[src/rtl/lamp_pwm_driver_if.sv]
// Control codes into the lamp PWM stage and the three LED channel outputs
// plus the fade-in-progress flag coming back.
interface lamp_pwm_driver_if;
    logic [1:0] luminosity;
    logic [1:0] color;
    logic       warm_pwm;
    logic       cool_pwm;
    logic       blue_pwm;
    logic       busy;

    modport master (
        output luminosity, color,
        input  warm_pwm, cool_pwm, blue_pwm, busy
    );

    modport slave (
        input  luminosity, color,
        output warm_pwm, cool_pwm, blue_pwm, busy
    );
endinterface

[src/rtl/lamp_pwm_driver.sv]
// Three-channel LED PWM stage: maps luminosity/color codes to per-channel
// targets, fades channel levels toward them, and latches duty at period edges.
module lamp_pwm_driver #(
    parameter int unsigned PWM_BITS = 8,
    parameter int unsigned FADE_DIV = 64,
    parameter int unsigned STEP     = 1
) (
    input  logic               clk,
    input  logic               reset,
    lamp_pwm_driver_if.slave   bus
);

    localparam int unsigned TICK_W = (FADE_DIV > 1) ? $clog2(FADE_DIV) : 1;
    localparam logic [PWM_BITS-1:0] MAX       = {PWM_BITS{1'b1}};
    localparam logic [PWM_BITS-1:0] HALF      = PWM_BITS'(1 << (PWM_BITS - 1));
    localparam logic [PWM_BITS-1:0] QUARTER   = PWM_BITS'(1 << (PWM_BITS - 2));
    localparam logic [PWM_BITS-1:0] STEP_V    = PWM_BITS'(STEP);
    localparam logic [TICK_W-1:0]   TICK_LAST = TICK_W'(FADE_DIV - 1);

    // Channel index order inside every per-channel vector.
    localparam int WARM = 0;
    localparam int COOL = 1;
    localparam int BLUE = 2;

    typedef enum logic {
        IDLE,
        FADING
    } fade_state_t;

    fade_state_t                   state, state_d;
    logic [3:0]                    in_q;
    logic [TICK_W-1:0]             tick_cnt, tick_d;
    logic [2:0][PWM_BITS-1:0]      level, level_d;
    logic [2:0][PWM_BITS-1:0]      target;
    logic [2:0][PWM_BITS-1:0]      duty_q;
    logic [2:0]                    pwm_q;
    logic [PWM_BITS-1:0]           cnt;
    logic [PWM_BITS-1:0]           bright;
    logic                          all_match;

    // Moves one level toward its target by at most STEP, never past it.
    function automatic logic [PWM_BITS-1:0] approach(
        input logic [PWM_BITS-1:0] cur,
        input logic [PWM_BITS-1:0] tgt
    );
        logic [PWM_BITS-1:0] diff;
        if (tgt > cur) begin
            diff = tgt - cur;
            return cur + ((diff < STEP_V) ? diff : STEP_V);
        end else begin
            diff = cur - tgt;
            return cur - ((diff < STEP_V) ? diff : STEP_V);
        end
    endfunction

    // Targets come only from the captured codes, never straight from the pins.
    always_comb begin
        bright = '0;
        target = '0;
        unique case (in_q[3:2])
            2'b11:   bright = MAX;
            2'b10:   bright = HALF;
            2'b01:   bright = QUARTER;
            default: bright = '0;
        endcase
        unique case (in_q[1:0])
            2'b00: begin
                target[WARM] = bright;
                target[COOL] = bright;
            end
            2'b01:   target[COOL] = bright;
            2'b10:   target[BLUE] = bright;
            default: target[WARM] = bright;
        endcase
    end

    assign all_match = (level == target);

    // NOTE: every output of this block gets a default first, so no path
    // through the case leaves a signal unassigned and no latch is inferred.
    always_comb begin
        state_d = state;
        tick_d  = tick_cnt;
        level_d = level;
        unique case (state)
            IDLE: begin
                tick_d = '0;
                if (!all_match) state_d = FADING;
            end
            FADING: begin
                if (all_match) begin
                    state_d = IDLE;
                    tick_d  = '0;
                end else begin
                    tick_d = (tick_cnt == TICK_LAST) ? '0 : tick_cnt + 1'b1;
                    if (tick_cnt == TICK_LAST) begin
                        for (int ch = 0; ch < 3; ch++)
                            level_d[ch] = approach(level[ch], target[ch]);
                    end
                end
            end
            default: state_d = IDLE;
        endcase
    end

    // NOTE: sequential state uses non-blocking assignments so every register
    // samples the pre-edge values regardless of statement order.
    always_ff @(posedge clk or negedge reset) begin
        if (!reset) begin
            state    <= IDLE;
            in_q     <= '0;
            tick_cnt <= '0;
            level    <= '0;
        end else begin
            state    <= state_d;
            in_q     <= {bus.luminosity, bus.color};
            tick_cnt <= tick_d;
            level    <= level_d;
        end
    end

    // Duty is latched only at the end of a period, so pulses are never cut short.
    always_ff @(posedge clk or negedge reset) begin
        if (!reset) begin
            cnt    <= '0;
            duty_q <= '0;
            pwm_q  <= '0;
        end else begin
            cnt <= (cnt == MAX - 1'b1) ? '0 : cnt + 1'b1;
            if (cnt == MAX - 1'b1) duty_q <= level;
            for (int ch = 0; ch < 3; ch++)
                pwm_q[ch] <= (cnt < duty_q[ch]);
        end
    end

    assign bus.warm_pwm = pwm_q[WARM];
    assign bus.cool_pwm = pwm_q[COOL];
    assign bus.blue_pwm = pwm_q[BLUE];
    assign bus.busy     = !all_match;

endmodule

[src/flat_wrapper.sv]
// flat-port wrapper written by rule: the top's interface ports become plain ports
module lamp_pwm_driver_flat 
#(
    parameter int unsigned PWM_BITS = 8,
    parameter int unsigned FADE_DIV = 64,
    parameter int unsigned STEP     = 1
)
  (clk, reset, bus_luminosity, bus_color, bus_warm_pwm, bus_cool_pwm, bus_blue_pwm, bus_busy);
  lamp_pwm_driver_if bus_i ();
  input  logic clk;
  input  logic reset;
  input wire logic [$bits(bus_i.luminosity)-1:0] bus_luminosity;
  input wire logic [$bits(bus_i.color)-1:0] bus_color;
  output wire logic [$bits(bus_i.warm_pwm)-1:0] bus_warm_pwm;
  output wire logic [$bits(bus_i.cool_pwm)-1:0] bus_cool_pwm;
  output wire logic [$bits(bus_i.blue_pwm)-1:0] bus_blue_pwm;
  output wire logic [$bits(bus_i.busy)-1:0] bus_busy;
  assign bus_i.luminosity = bus_luminosity;
  assign bus_i.color = bus_color;
  assign bus_warm_pwm = bus_i.warm_pwm;
  assign bus_cool_pwm = bus_i.cool_pwm;
  assign bus_blue_pwm = bus_i.blue_pwm;
  assign bus_busy = bus_i.busy;
  lamp_pwm_driver #(.PWM_BITS(PWM_BITS), .FADE_DIV(FADE_DIV), .STEP(STEP)) u_core (.clk(clk), .reset(reset), .bus(bus_i));
endmodule
[config.mk]
export PLATFORM = sky130hd
export DESIGN_NAME = lamp_pwm_driver_flat
export DESIGN_NICKNAME = d
export VERILOG_FILES = /design/src/rtl/lamp_pwm_driver_if.sv /design/src/rtl/lamp_pwm_driver.sv /design/src/flat_wrapper.sv
export SDC_FILE = /design/constraint.sdc
export NUM_CORES = 1
export LEC_CHECK = 0
export BUFFER_PORTS_ARGS = -buffer_cell sky130_fd_sc_hd__buf_2
export CAP_MARGIN = 40
export CORE_MARGIN = 3
export CORE_UTILIZATION = 30
export CTS_CLUSTER_DIAMETER = 30
export DETAILED_ROUTE_END_ITERATION = 10
export SYNTH_ARGS = -nofsm -noshare
export SYNTH_HDL_FRONTEND = slang
export SYNTH_SLANG_ARGS = --single-unit
export TNS_END_PERCENT = 30
[constraint.sdc]
create_clock -name clk -period 6.4 [get_ports clk]
set_clock_uncertainty 0.05 [all_clocks]
set_input_delay 1.28 -clock clk [delete_from_list [all_inputs] [get_ports clk]]
set_output_delay 1.28 -clock clk [all_outputs]
set_load 0.05 [all_outputs]
==> summary.txt, run 1 <==
Power and ir drop
  – Pwr dens: 139 nW/um^2
  – LEAKAGE: 3.29 nW
  – Final Power: 1.00 mW
  – Maximum VDD drop: 0.114 mV

Floorplan
  – Core area: 21200 sq um
  – # rows: 53
  – Die width: 154 microns
  – Initial Util: 30.9%
  – Die height: 154 microns
  – I/O pin total: 10
  – Die area: 23700 sq um

Synthesis
  – Ys async rst share: 100%
  – Syn_area_per_cell: 8.68 sq um
  – Ys flop type: dfrtp_1
  – Synth Cell Area: 6560 sq um
  – EDFF count, synth: 0
  – Synth cell types: 62
  – Cell count after synthesis: 755
  – Yosys reg bits: 70
  – Seq/Total Area, Yosys: 26.7%
  – Synth Warn #: 0

Routing
  – Final WL: 15000 microns
  – Detailed Route Iter0 Violations: 308
  – Drt wl/cell: 14.4 microns
  – Residual DRC: 0
  – Antenna violation net count after detailed routing: 0
  – Met3 wire length: 412 microns
  – WL met1: 7440 microns
  – WL met2: 6790 microns
  – Vias per Instance: 5.03
  – Top Metal Used: met4
  – Overall via count from detail_route: 5250
  – Detailed Routing Iterations Pass 1: 5

Timing
  – Max Fclk: 177 MHz
  – Final Cycle Share: 88.2%
  – Crit path time final: 5.65 ns
  – Unrepaired setup endpoints after global routing: no
  – Relative slew slack: 45.1%
  – Slew Limit Fails: 0
  – Final hold vios: 0
  – Hold WS: 0.424 ns
  – Worst Max-Slew Pin Slew: 0.819 ns
  – Setup TNS Final: 0 ns
  – Final setup fails: 0

Critical path
  – Critical path buffers and inverters: 4
  – Delay-heaviest family, CP: compound AO/OA/AOI/OAI gates
  – Crit-path max cell delay: 0.72 ns
  – CP Cell Sequence: inv_1, ha_1, o21ai_0, inv_1, nand2_1, inv_1, ha_1, nand3b_1, a21oi_1, o21ai_0, a211oi_1, a2111oi_0, a22oi_1, ha_1, inv_1, fa_1, a21o_1, a21o_1, a21oi_1, nor2b_1, nor2_1, xor2_1, o21ai_0
  – Critical path peak fanout: 11
  – Worst setup EP type: register
  – Worst-path cell with the longest stage delay: a211oi_1
  – Critical path type: reg2reg
  – Startpoint Class: register
  – CP dominant cell by count: inv_1
  – Worst EP arrival: 5.81 ns
  – Critical Path RT: 6.56 ns

Place
  – Routability congestion estimate: 0.870
  – IO buf count: 9
  – Dpl cell area: 6940 sq um
  – DP HPWL: 11500 microns

Final layout
  – Post-layout util: 33.9%
  – Design area: 7200 sq um
  – Area delta synth->final: 9.81%
  – Nets: 887
  – N_diodes: 0
  – Share of cells above drive strength 1: 6.25%

Clock network
  – # hold bufs at CTS: 0
  – # clock sinks: 70
  – CTS clk-pin slew, worst paths: 0.06 ns
  – Post-CTS Repair Setup Buffers: 0
  – CTS tree: yes
  – Clk root buf: clkbuf_16
  – Clock insertion delay at the later pin of the skew report: 0.34 ns
  – Clk buf depth: 2
  – Total CTS buffers: 9
  – H-tree levels: 3
  – Post-CTS sizing: 0

GRT
  – Largest net degree at the start of global routing: 44
  – GRT Util Overall: 13.1%
  – Initial antenna violation count: 0
  – First-pass GRT wire length: 25500 microns
  – Vias in the first global route: 5112
  – Total grt overflow: 0

Hold path
  – Worst hold path type: reg2reg

Flow run
  – Max Cap Violations: 0

Run status
  – Status: complete, no violations
-- final timing paths --
path                            depth (start not counted)                         start                             to  slack (ns)
worst max-delay path                                   23      u_core.in_q[0]$_DFF_PN0_   u_core.level[14]$_DFFE_PN0P_        0.75
worst min-delay path                                    1  u_core.tick_cnt[0]$_DFF_PN0_   u_core.tick_cnt[0]$_DFF_PN0_        0.42
worst max register to register                         23      u_core.in_q[0]$_DFF_PN0_   u_core.level[14]$_DFFE_PN0P_        0.75
worst min register to register                          1  u_core.tick_cnt[0]$_DFF_PN0_   u_core.tick_cnt[0]$_DFF_PN0_        0.42
max in group asynchronous                               2                         reset   u_core.tick_cnt[3]$_DFF_PN0_        4.89
min in group asynchronous                               1                         reset  u_core.duty_q[14]$_DFFE_PN0N_        0.84
-- per-stage QoR --
| stage | cells | worst slack (ns) |
|---|---|---|
| finish | 1043 | 0.752 |
| global route | 1043 | 0.0864 |
| detailed placement | 1028 | 0.741 |
| CTS | 1043 | 0.725 |
| floorplan | 757 | 1.73 |
| global placement | 1025 | 0.734 |
-- power by group --
part	switching, mW	internal (mW)
registers	0.00160	0.444
clock network	0.196	0.259
logic	0.0619	0.0378
-- sequential cells by signal, indices dropped and copies added, names as in the netlist --
name             cells
u_core.duty_q       24
u_core.level        24
u_core.cnt           8
u_core.tick_cnt      6
u_core.in_q          4
u_core.pwm_q         3
u_core.state         1
-- cells in the mapped netlist (all sizes together), types with 2 or more instances --
cell | instances | share of area, %
a211oi | 13 | 1.5
a32oi | 2 | 0.27
and3 | 3 | 0.29
nand2b | 23 | 2.2
ha | 108 | 21
a2111oi | 4 | 0.73
nand4 | 13 | 1.2
or4 | 4 | 0.52
fa | 9 | 2.7
buf | 10 | 0.88
xnor2 | 26 | 3.5
xor2 | 18 | 2.4
o2111a | 4 | 0.69
mux2i | 4 | 0.61
nand3b | 5 | 0.57
o31ai | 2 | 0.23
clkbuf | 7 | 0.40
a2111o | 2 | 0.34
o2111ai | 4 | 0.53
nor2b | 11 | 1.0
o21a | 5 | 0.57
nor3 | 13 | 0.99
and4 | 2 | 0.27
nand4b | 3 | 0.40
nand3 | 16 | 1.2
nor4 | 4 | 0.38
and2 | 6 | 0.57
a211o | 3 | 0.40
or2 | 4 | 0.38
or3 | 5 | 0.48
o21bai | 2 | 0.23
o21ai | 65 | 5.1
nand2 | 78 | 4.5
a21o | 30 | 3.4
nor3b | 3 | 0.34
nor2 | 41 | 2.4
a31oi | 5 | 0.48
inv | 69 | 4.0
dfrtp | 70 | 27
a21oi | 39 | 3.0
mux2 | 7 | 1.2
-- cell usage in the layout (no fill, tap or decap), drive strengths merged, types with 6 or more instances in the layout --
master,Yosys,layout
o21ai,65,65
dfrtp,70,70
nor2,41,41
nand2,78,78
a211oi,13,13
mux2,7,7
a21oi,39,39
nand4,13,13
a21o,30,30
fa,9,9
nor3,13,13
nand3,16,16
nand2b,23,23
clkbuf,7,9
xnor2,26,26
buf,10,13
and2,6,6
ha,108,108
inv,69,70
xor2,18,18
nor2b,11,11
-- cells by family after synthesis --
group / share of synthesized area [%]
AOI/OAI and AO/OA: 18.7
buffers and inverters: 5.23
DFF: 26.7
and+or+nand+nor: 18.2
xor gates and xnor gates: 5.88
adders and majority gates: 23.4
other: 0.0572
muxes: 1.81
-- per-layer routing --
| layer | GRT usage, % | up-vias |
|---|---|---|
| li1 | - | 2673 |
| met1 | 18.1 | 2479 |
| met2 | 20.7 | 76 |
| met3 | 1.86 | 22 |
| met4 | 4.92 | 0 |
| met5 | 0 | - |
-- final cells by class --
type                            instances  area [sq um]
Clock buffer                            9           225
Clock inverter                          6          38.8
Fill cell                            2201         14000
Inverter                               69           259
Multi-Input combinational cell        601          4480
Sequential cell                        70          1750
Tap cell                              275           344
Timing Repair Buffer                   13           100
(Power assumes the default switching activity.)
==> run 2, diff against run 1 <==
--- a/config.mk
+++ b/config.mk
@@ -12,4 +12,5 @@
 export CTS_CLUSTER_DIAMETER = 30
 export DETAILED_ROUTE_END_ITERATION = 10
+export PLACE_DENSITY_LB_ADDON = 0.12
 export SYNTH_ARGS = -nofsm -noshare
 export SYNTH_HDL_FRONTEND = slang
--- a/constraint.sdc
+++ b/constraint.sdc
@@ -3,3 +3,3 @@
 set_input_delay 1.28 -clock clk [delete_from_list [all_inputs] [get_ports clk]]
 set_output_delay 1.28 -clock clk [all_outputs]
-set_load 0.05 [all_outputs]
+set_load 0.1 [all_outputs]
==> run 2 against run 1 <==
  * Routed wire length grew 8.5%
  * Power grew 5.7%
  * Final area up 0.80%
  * Hold slack got worse by 0.0015 ns
  * Clock-buffer cell count grew 4
  * Non-clock buffer count is 1 higher
  * Sequential share of layout area fell by 0.19 points
  * Largest cell class unchanged
==> summary.txt, run 2 (synthesis results as in run 1) <==
Run status
  – Status: complete, no violations

Timing
  – Slew Limit Fails: 0 (unchanged)
  – Max Fclk: 184 MHz (+3.7%)
  – Hold WS: 0.422 ns (-0.00153 ns)
  – Unrepaired setup endpoints after global routing: no
  – Final setup fails: 0 (unchanged)
  – Final Cycle Share: 85.1% (-3.2 points)
  – Setup TNS Final: 0 ns (unchanged)
  – Crit path time final: 5.44 ns (-0.203 ns)
  – Final hold vios: 0 (unchanged)
  – Worst Max-Slew Pin Slew: 0.829 ns (+0.0103 ns)
  – Final setup margin: 0.956 ns (+0.203 ns)
  – Relative slew slack: 44.4% (-0.69 points)

Final layout
  – Design area: 7260 sq um (+0.80%)
  – Area of the multi-input gates: 4480 sq um (unchanged)
  – Most common cell after layout, fill and taps aside: ha_1
  – Post-layout util: 34.2% (+0.27 points)
  – Filler cells: 2216 (+0.68%)
  – Sequential cell area: 1750 sq um (unchanged)
  – Share of cells above drive strength 1: 6.23% (-0.016 points)
  – Finished Layout Cells: 1045 (+0.19%)
  – N_diodes: 0 (unchanged)
  – Area delta synth->final: 10.7%
  – Nets: 888 (+0.11%)
  – Top Registers: u_core.duty_q: 24 flops, u_core.level: 24 flops, u_core.cnt: 8 flops
  – Most frequent cells in the layout: ha_1 (108), nand2_1 (78), dfrtp_1 (70)

Clock network
  – # hold bufs at CTS: 0 (unchanged)
  – # clock sinks: 70 (unchanged)
  – H-tree levels: 3 (unchanged)
  – Post-CTS sizing: 0 (unchanged)
  – Clock insertion delay at the later pin of the skew report: 0.34 ns (about the same)
  – Post-CTS Repair Setup Buffers: 0 (unchanged)
  – Clk buf depth: 2 (unchanged)
  – CTS tree: yes
  – CTS clk-pin slew, worst paths: 0.06 ns (about the same)
  – Total CTS buffers: 9 (unchanged)
  – Clk root buf: clkbuf_16

Power and ir drop
  – Switch share: 23.9% (-2.1 points)
  – Maximum VDD drop: 0.101 mV (-12%)
  – Combinational cell fraction of total power: 9.6% (-0.4 points)
  – Int Pwr: 0.805 mW (+8.7%)
  – Sequential power share: 42.1% (-2.4 points)
  – Clk pwr share: 48.2% (+2.7 points)
  – Sw power: 0.253 mW (-2.7%)
  – Pwr dens: 146 nW/um^2 (+4.9%)
  – LEAKAGE: 3.32 nW (+0.84%)
  – Final Power: 1.06 mW (+5.7%)

Floorplan
  – Initial Util: 30.9% (unchanged)
  – Die height: 154 microns (unchanged)
  – # rows: 53 (unchanged)
  – I/O pin total: 10 (unchanged)
  – Core area: 21200 sq um (unchanged)
  – Die width: 154 microns (unchanged)
  – Die area: 23700 sq um (unchanged)

Critical path
  – Crit-path max cell delay: 0.57 ns (-0.15 ns)
  – CP Cell Sequence: inv_1, ha_1, nor2b_1, nand2_1, inv_1, ha_1, nand4_1, a211oi_1, or4_1, a2111oi_2, nand2_1, inv_1, ha_1, nand2_1, ha_1, nor2b_1, o2111ai_1, a31oi_1, nor4_1, a32oi_1, nand2_1, xnor2_1
  – Critical Path RT: 6.61 ns (+0.05 ns)
  – Critical path peak fanout: 11 (unchanged)
  – Critical path type: reg2reg
  – Worst-path cell with the longest stage delay: a2111oi_2
  – Worst setup EP type: register
  – Worst EP arrival: 5.65 ns (-0.16 ns)
  – Startpoint Class: register

GRT
  – Global Route met3 Usage: 2.87% (+1.0 points)
  – Met2 usage: 21.2% (+0.50 points)
  – Largest net degree at the start of global routing: 52 (+18%)
  – Vias in the first global route: 5137 (+0.49%)
  – First-pass GRT wire length: 26800 microns (+4.8%)
  – GRT Util Overall: 14.0% (+0.97 points)
  – M1 GR Usage: 20.2% (+2.1 points)
  – Initial antenna violation count: 0 (unchanged)
  – Total grt overflow: 0 (unchanged)
  – Grt peak-use layer: met2

Hold path
  – Worst hold path type: reg2reg

Place
  – DP HPWL: 12800 microns (+11%)
  – Place WS: 0.962 ns (+0.221 ns)
  – Dpl cell area: 6950 sq um (+0.27%)
  – Placed Cells: 1029 (+0.097%)
  – Routability congestion estimate: 0.886 (+1.9%)
  – IO buf count: 9 (unchanged)

Routing
  – Vias per Instance: 5.03 (about the same)
  – Final WL: 16300 microns (+8.5%)
  – Residual DRC: 0 (unchanged)
  – Detailed Routing Iterations Pass 1: 4 (-1)
  – Overall via count from detail_route: 5257 (+0.13%)
  – Detailed Route Iter0 Violations: 212 (-31%)
  – Antenna violation net count after detailed routing: 0 (unchanged)
  – Drt wl/cell: 15.6 microns (+8.3%)

Flow run
  – Max Cap Violations: 0 (unchanged)
## run 2: cell types whose count changed in the layout (fill, tap and decap cells not counted), sizes merged
cell | before | now
clkbuf | 9 | 13
clkinv | 3 | 1
buf | 13 | 14
bufinv | 0 | 1
clkinvlp | 2 | 1
inv | 70 | 69
## run 2: final timing paths
kind | start | end | slack (ns) | cells after the start
max reg2reg | u_core.in_q[0]$_DFF_PN0_ | u_core.level[7]$_DFFE_PN0P_ | 0.96 | 22
min | u_core.tick_cnt[0]$_DFF_PN0_ | u_core.tick_cnt[0]$_DFF_PN0_ | 0.42 | 1
max in group asynchronous | reset | u_core.level[19]$_DFFE_PN0P_ | 4.95 | 2
max | u_core.in_q[0]$_DFF_PN0_ | u_core.level[7]$_DFFE_PN0P_ | 0.96 | 22
min reg2reg | u_core.tick_cnt[0]$_DFF_PN0_ | u_core.tick_cnt[0]$_DFF_PN0_ | 0.42 | 1
min in group asynchronous | reset | u_core.pwm_q[1]$_DFF_PN0_ | 0.78 | 1
## run 2: power by group through the flow
stage                     Combinational (mW)  Clock, mW  Sequential [mW]
after floorplan                       0.0698          0            0.453
after global placement                 0.100          0            0.454
after detailed placement               0.102          0            0.454
after CTS                              0.103      0.527            0.446
after global routing                   0.115      0.546            0.445
final                                  0.102      0.510            0.446
## run 2: critical path, delay by kind of cell (launching register included)
family	cells	cell delay, ns
AOI/OAI and AO/OA	5	1.13
DFF	1	0.35
buffers and inverters	3	0.55
xor gates and xnor gates	1	0.12
and+or+nand+nor	9	1.97
adders and majority gates	4	1.19
## run 2: area by class of cell
type | instances | share of cell area (%)
inverter | 69 | 3.57
timing repair buffer | 14 | 1.64
clock buffer | 13 | 3.59
tap | 275 | 4.74
multi-input combinational | 601 | 61.7
clock inverter | 3 | 0.586
sequential | 70 | 24.1
## run 2: per-layer routing
layer	vias to the layer above	routed length (microns)	share of wire [%]
met2	65	7100	44
met1	2488	8270	51
met4	0	351	2.2
met5	-	0	0
li1	2679	-	-
met3	25	544	3.3
